==> src/rtl/rx_pkt_pkg.sv <==
// Shared definitions for the RX sample packer: FSM encoding, pack-mode
// constants and the 8-bit I/Q word formatter.
package rx_pkt_pkg;

  typedef enum logic {
    ST_IDLE = 1'b0,
    ST_WR_Q = 1'b1
  } pk_state_e;

  localparam logic MODE_16 = 1'b0;
  localparam logic MODE_8  = 1'b1;

  // Keep only the top byte of each component; I lands in the high byte.
  function automatic logic [15:0] pack8(input logic [15:0] i_s, input logic [15:0] q_s);
    return {i_s[15:8], q_s[15:8]};
  endfunction

endpackage

==> src/rtl/rx_sync_fifo.sv <==
// Single-clock FIFO with registered read data and an explicit occupancy
// counter; shared by the RX and TX paths.
module rx_sync_fifo #(
  parameter int DEPTH_LOG2 = 6,
  parameter int WIDTH      = 16
) (
  input  logic                  clock,
  input  logic                  reset,
  input  logic                  push,
  input  logic [WIDTH-1:0]      push_data,
  input  logic                  pop,
  output logic [WIDTH-1:0]      pop_data,
  output logic                  pop_valid,
  output logic [DEPTH_LOG2:0]   level,
  output logic                  full,
  output logic                  empty
);

  localparam int DEPTH = 1 << DEPTH_LOG2;
  localparam logic [DEPTH_LOG2:0]   LVL_ONE = 1;
  localparam logic [DEPTH_LOG2:0]   LVL_MAX = DEPTH;
  localparam logic [DEPTH_LOG2-1:0] PTR_ONE = 1;

  logic [WIDTH-1:0]      mem_q [DEPTH];
  logic [DEPTH_LOG2-1:0] wr_ptr_q, wr_ptr_d, rd_ptr_q, rd_ptr_d;
  logic [DEPTH_LOG2:0]   level_q, level_d;
  logic [WIDTH-1:0]      pop_data_q, pop_data_d;
  logic                  pop_valid_q, pop_valid_d;
  logic                  push_ok, pop_ok;

  assign full  = (level_q == LVL_MAX);
  assign empty = (level_q == '0);

  always_comb begin
    push_ok     = push & ~full;
    pop_ok      = pop & ~empty;
    wr_ptr_d    = push_ok ? wr_ptr_q + PTR_ONE : wr_ptr_q;
    rd_ptr_d    = pop_ok  ? rd_ptr_q + PTR_ONE : rd_ptr_q;
    level_d     = level_q;
    if (push_ok && !pop_ok)      level_d = level_q + LVL_ONE;
    else if (!push_ok && pop_ok) level_d = level_q - LVL_ONE;
    // An empty read leaves the last word in place.
    pop_data_d  = pop_ok ? mem_q[rd_ptr_q] : pop_data_q;
    pop_valid_d = pop_ok;
  end

  always_ff @(posedge clock) begin
    if (reset) begin
      wr_ptr_q    <= '0;
      rd_ptr_q    <= '0;
      level_q     <= '0;
      pop_data_q  <= '0;
      pop_valid_q <= 1'b0;
    end else begin
      wr_ptr_q    <= wr_ptr_d;
      rd_ptr_q    <= rd_ptr_d;
      level_q     <= level_d;
      pop_data_q  <= pop_data_d;
      pop_valid_q <= pop_valid_d;
    end
  end

  always_ff @(posedge clock) begin
    if (push_ok) mem_q[wr_ptr_q] <= push_data;
  end

  assign level     = level_q;
  assign pop_data  = pop_data_q;
  assign pop_valid = pop_valid_q;

endmodule

==> src/rtl/rx_sample_packer.sv <==
// Formats decimated I/Q samples into 16-bit words and buffers them for the
// host; flags packet-ready and sticky overrun on dropped samples.
module rx_sample_packer
  import rx_pkt_pkg::*;
#(
  parameter int DEPTH_LOG2 = 6,
  parameter int PKT_WORDS  = 32
) (
  input  logic                  clock,
  input  logic                  reset,
  input  logic                  enable,
  input  logic                  eight_bit,
  input  logic                  strobe_in,
  input  logic [15:0]           i_in,
  input  logic [15:0]           q_in,
  input  logic                  rd_req,
  output logic [15:0]           rd_data,
  output logic                  rd_valid,
  output logic [DEPTH_LOG2:0]   level,
  output logic                  pkt_ready,
  output logic                  overrun,
  input  logic                  clear_status
);

  localparam logic [DEPTH_LOG2:0] LVL_DEPTH = 1 << DEPTH_LOG2;
  localparam logic [DEPTH_LOG2:0] LVL_PKT   = PKT_WORDS;
  localparam logic [DEPTH_LOG2:0] FREE_TWO  = 2;

  pk_state_e           state_q, state_d;
  logic [15:0]         q_lat_q, q_lat_d;
  logic                overrun_q, overrun_d;
  logic                push, drop, fifo_full, fifo_empty;
  logic [15:0]         push_data;
  logic [DEPTH_LOG2:0] free;

  assign free = LVL_DEPTH - level;

  always_comb begin
    state_d   = state_q;
    q_lat_d   = q_lat_q;
    push      = 1'b0;
    push_data = '0;
    drop      = 1'b0;
    case (state_q)
      ST_IDLE: begin
        if (strobe_in && enable) begin
          if (eight_bit == MODE_8) begin
            if (!fifo_full) begin
              push      = 1'b1;
              push_data = pack8(i_in, q_in);
            end else begin
              drop = 1'b1;
            end
          end else if (free >= FREE_TWO) begin
            // Room for both words is reserved up front so I never lands alone.
            push      = 1'b1;
            push_data = i_in;
            q_lat_d   = q_in;
            state_d   = ST_WR_Q;
          end else begin
            drop = 1'b1;
          end
        end
      end
      ST_WR_Q: begin
        push      = 1'b1;
        push_data = q_lat_q;
        state_d   = ST_IDLE;
        drop      = strobe_in & enable;
      end
      default: state_d = ST_IDLE;
    endcase
    overrun_d = drop ? 1'b1 : (clear_status ? 1'b0 : overrun_q);
  end

  always_ff @(posedge clock) begin
    if (reset) begin
      state_q   <= ST_IDLE;
      q_lat_q   <= '0;
      overrun_q <= 1'b0;
    end else begin
      state_q   <= state_d;
      q_lat_q   <= q_lat_d;
      overrun_q <= overrun_d;
    end
  end

  rx_sync_fifo #(.DEPTH_LOG2(DEPTH_LOG2), .WIDTH(16)) u_fifo (
    .clock     (clock),
    .reset     (reset),
    .push      (push),
    .push_data (push_data),
    .pop       (rd_req & ~fifo_empty),
    .pop_data  (rd_data),
    .pop_valid (rd_valid),
    .level     (level),
    .full      (fifo_full),
    .empty     (fifo_empty)
  );

  assign pkt_ready = (level >= LVL_PKT);
  assign overrun   = overrun_q;

endmodule

==> config.mk <==
export PLATFORM = sky130hd
export DESIGN_NAME = rx_sample_packer
export DESIGN_NICKNAME = d
export VERILOG_FILES = /design/src/rtl/rx_pkt_pkg.sv /design/src/rtl/rx_sync_fifo.sv /design/src/rtl/rx_sample_packer.sv
export SDC_FILE = /design/constraint.sdc
export NUM_CORES = 1
export LEC_CHECK = 0
export CORE_MARGIN = 1.5
export CORE_UTILIZATION = 55
export CTS_CLUSTER_SIZE = 14
export DETAILED_ROUTE_END_ITERATION = 16
export PLACE_DENSITY = 0.78
export SLEW_MARGIN = 20
export SYNTH_ARGS = -nofsm -noshare
export SYNTH_HDL_FRONTEND = slang
export SYNTH_SLANG_ARGS = --single-unit
==> constraint.sdc <==
create_clock -name clock -period 3.7 [get_ports clock]
set_clock_uncertainty 0.1 [all_clocks]
set_input_delay 0.74 -clock clock [delete_from_list [all_inputs] [get_ports clock]]
set_output_delay 0.74 -clock clock [all_outputs]
set_load 0.01 [all_outputs]
==> impl_metrics.yaml <==
min_path:
  hold_start: "overrun$_SDFFE_PP0P_"
  hp-class: "register to register"
  worst_hold_path.endpoint: "overrun$_SDFFE_PP0P_"
  holdPathStages: 2
sta:
  slew_headroom_pct: 38.50
  tightest_slew_ns: 0.9170
  clock.fmax_mhz: 297.9
  setup_viol: 0
  slew_violations: 0
  finalCriticalPeriod_ns: 3.357
  fin_tns_setup_ns: 0
  whs_ns: 0.3744
  period_share_pct: 90.74
  final_hold_viol_count: 0
  rsz0062_at_grt: "no"
global_route:
  grt_max_degree: 68
  grt_pass1_wl_mm: 148.0
  grt-ovfl-total: 0
  antenna_found_initial: 1
  grt_pass1_vias: 22720
  grtUsageTotal_pct: 26.06
clock_tree:
  clk_latency_ns: 0.67
  cts_tree: "yes"
  ctsHoldBuffers: 0
  post_cts_buffers: 0
  htreeDepth: 3
  cts-root-buf: "clkbuf_16"
  cts.sinks: 1078
  cts_resized: 0
  cts_buffers: 106
  clkTransAtPathRegs_ns: 0.06
  clock_path_buffers: 3
synth:
  synth_edf_count: 1024
  synth_xor_xnor_area_share_pct: 0.2907
  synth_area_mm2: 0.04218
  async_flop_share_pct: 0
  postSynthCellCount: 2245
  seq_area_frac_synth_pct: 75.46
  synth_top_family_by_area: "multiplexers"
  synth_ff_type: "edfxtp_1"
  yosys_warnings: 0
  ys_ff_latch: 1078
  avgSynthCellArea_um2: 18.79
  synth_compound_area_share_pct: 4.010
  synth_cell_types: 57
  synth-adder-area-share_pct: 0.3737
  synth_mux_area_share_pct: 13.57
  synth.area.top_cells: "edfxtp_1, mux4_2, mux2i_1"
  synth_top_area_share_pct: 72.90
  yosys.area.top_type: "edfxtp_1"
  syn_nets: 2296
  yosys.area_share.simple_pct: 4.218
placed_design:
  place_congestion: 0.9522
  hpwl_mm: 60.75
  port_buffers: 64
floorplan:
  die_x_um: 279.9
  dieArea_mm2: 0.07837
  start_util_pct: 55.54
  ios: 65
  coreArea_mm2: 0.07595
  dieHeight_um: 279.9
  row_count: 101
critical_path:
  crit_path_max_incr_delay_ns: 0.74
  r2r_setup_slack_ns: 0.34
  cp.required_ns: 4.21
  timing.rr.start: "u_fifo.rd_ptr_q[3]$_SDFFE_PP0P_"
  cp.arrival_ns: 3.86
  slowest_stage: "a211oi_1"
  worstSetupEndpointType: "register"
  path_cells: "buf_4, nand3b_1, buf_4, o22ai_1, nor3_1, a211oi_1, a221o_1"
  reg2reg_depth: 7
  critPathMaxFanout: 36
  r2r_end: "u_fifo.pop_data[6]$_SDFFE_PP0P_"
  worstSetupPathType: "register to register"
  path_common_cell: "buf_4"
  startpoint_type: "register"
finish:
  fillers: 4927
  final_common_cell: "edfxtp_1"
  layout_common_cells: "edfxtp_1, mux2i_1, nor2_1"
  area_growth_pct: 14.65
  fin_nets: 2503
  drive_gt1_share_pct: 20.77
  n_antenna_cell: 0
detailed_routing:
  drc: 0
  routed_wl_mm: 100.7
  vias: 22530
  vias_per_cell: 6.307
  wl_per_cell_um: 28.19
  drt_iter0_markers: 2595
  ant_nets: 0
  dr.pass1.iters: 8
flow_run:
  maxCapViolCount: 0
power_and_ir_drop:
  power_density_mw_per_mm2: 621.5
  p_total_uw: 30060
  ir_drop_v: 0.0004198
  p_leak_uw: 0.01560
status:
  status: "finished clean"
-- worst max-delay path: cells and delay by family, from the launching register on --
kind	cells	cell delay, ns
AOI/OAI and AO/OA	3	1.32
buffers and inverters	2	0.82
DFF	1	0.63
and+or+nand+nor	2	0.38
-- how the worst max path moves through the flow --
stage                                       to                       startpoint  slack, ns
2_1_floorplan     u_fifo.level[6]$_SDFFE_PP0P_     u_fifo.level[0]$_SDFFE_PP0P_       0.34
3_3_place_gp      u_fifo.level[6]$_SDFFE_PP0P_                        strobe_in       0.08
3_5_place_dp      u_fifo.level[6]$_SDFFE_PP0P_                           enable       0.05
4_1_cts           u_fifo.level[5]$_SDFFE_PP0P_     u_fifo.level[3]$_SDFFE_PP0P_       0.39
5_1_grt           u_fifo.level[6]$_SDFFE_PP0P_     u_fifo.level[3]$_SDFFE_PP0P_       0.14
6_report       u_fifo.pop_data[6]$_SDFFE_PP0P_  u_fifo.rd_ptr_q[3]$_SDFFE_PP0P_       0.34
-- cell type report --
class / instances / area [um2] / share of cell area, %
Sequential cell: 1078 / 31840 / 65.84
Multi-Input combinational cell: 1019 / 9499 / 19.64
Clock buffer: 135 / 2874 / 5.942
Timing Repair Buffer: 231 / 2157 / 4.460
Tap cell: 1030 / 1289 / 2.665
Clock inverter: 63 / 640.6 / 1.325
Inverter: 16 / 60.06 / 0.1242
-- metrics by stage --
step / worst slack, ns / instances / utilization [%] / instance area (um2)
2_1_floorplan: 0.3398 / 2245 / - / 42180
3_3_place_gp: 0.07888 / 3374 / 59.05 / 44850
3_5_place_dp: 0.04814 / 3374 / 59.05 / 44850
4_1_cts: 0.3914 / 3572 / 63.68 / 48360
5_1_grt: 0.1370 / 3572 / 63.68 / 48360
6_report: 0.3427 / 3572 / 63.68 / 48360
-- registers in the layout, summed over array words and instances (netlist names) --
| name | count |
|---|---|
| u_fifo.level | 7 |
| state_q | 1 |
| u_fifo.wr_ptr_q | 6 |
| u_fifo.rd_ptr_q | 6 |
| u_fifo.pop_data | 16 |
| overrun | 1 |
| u_fifo.mem_q | 1024 |
| q_lat_q | 16 |
| u_fifo.pop_valid | 1 |
-- kinds of logic (layout without fill, tap and decap cells) --
kind of cell,after synthesis,count (layout)
buffers and inverters,148,445
DFF,1078,1078
adders and majority gates,12,12
muxes,372,372
xor gates and xnor gates,14,14
AOI/OAI and AO/OA,240,240
and+or+nand+nor,381,381
-- report_power, final --
part / leakage [uW] / switching, uW / total (uW) / internal [uW]
clock network: 0.00172 / 4550 / 10800 / 6210
logic: 0.00400 / 3040 / 5480 / 2440
registers: 0.00987 / 256 / 13800 / 13600
-- cell usage after synthesis, drive strengths merged, types with 21 or more instances --
master / count
nand2: 77
clkbuf: 39
mux2i: 212
o22ai: 102
dfxtp: 54
buf: 93
mux4: 160
edfxtp: 1024
a21oi: 24
nor4: 21
or3: 31
o21ai: 30
nor2: 177
-- metal layers --
layer	part of all wire (%)	GRT usage (%)	vias up	wire length, um
met4	4.4	11.23	2	4431
met1	37	34.58	11480	37610
met5	0.013	0	-	13
li1	-	-	9497	-
met2	48	41.58	1301	48520
met3	10	6.205	251	10140
Note: power is estimated with default switching activity, not from simulation.
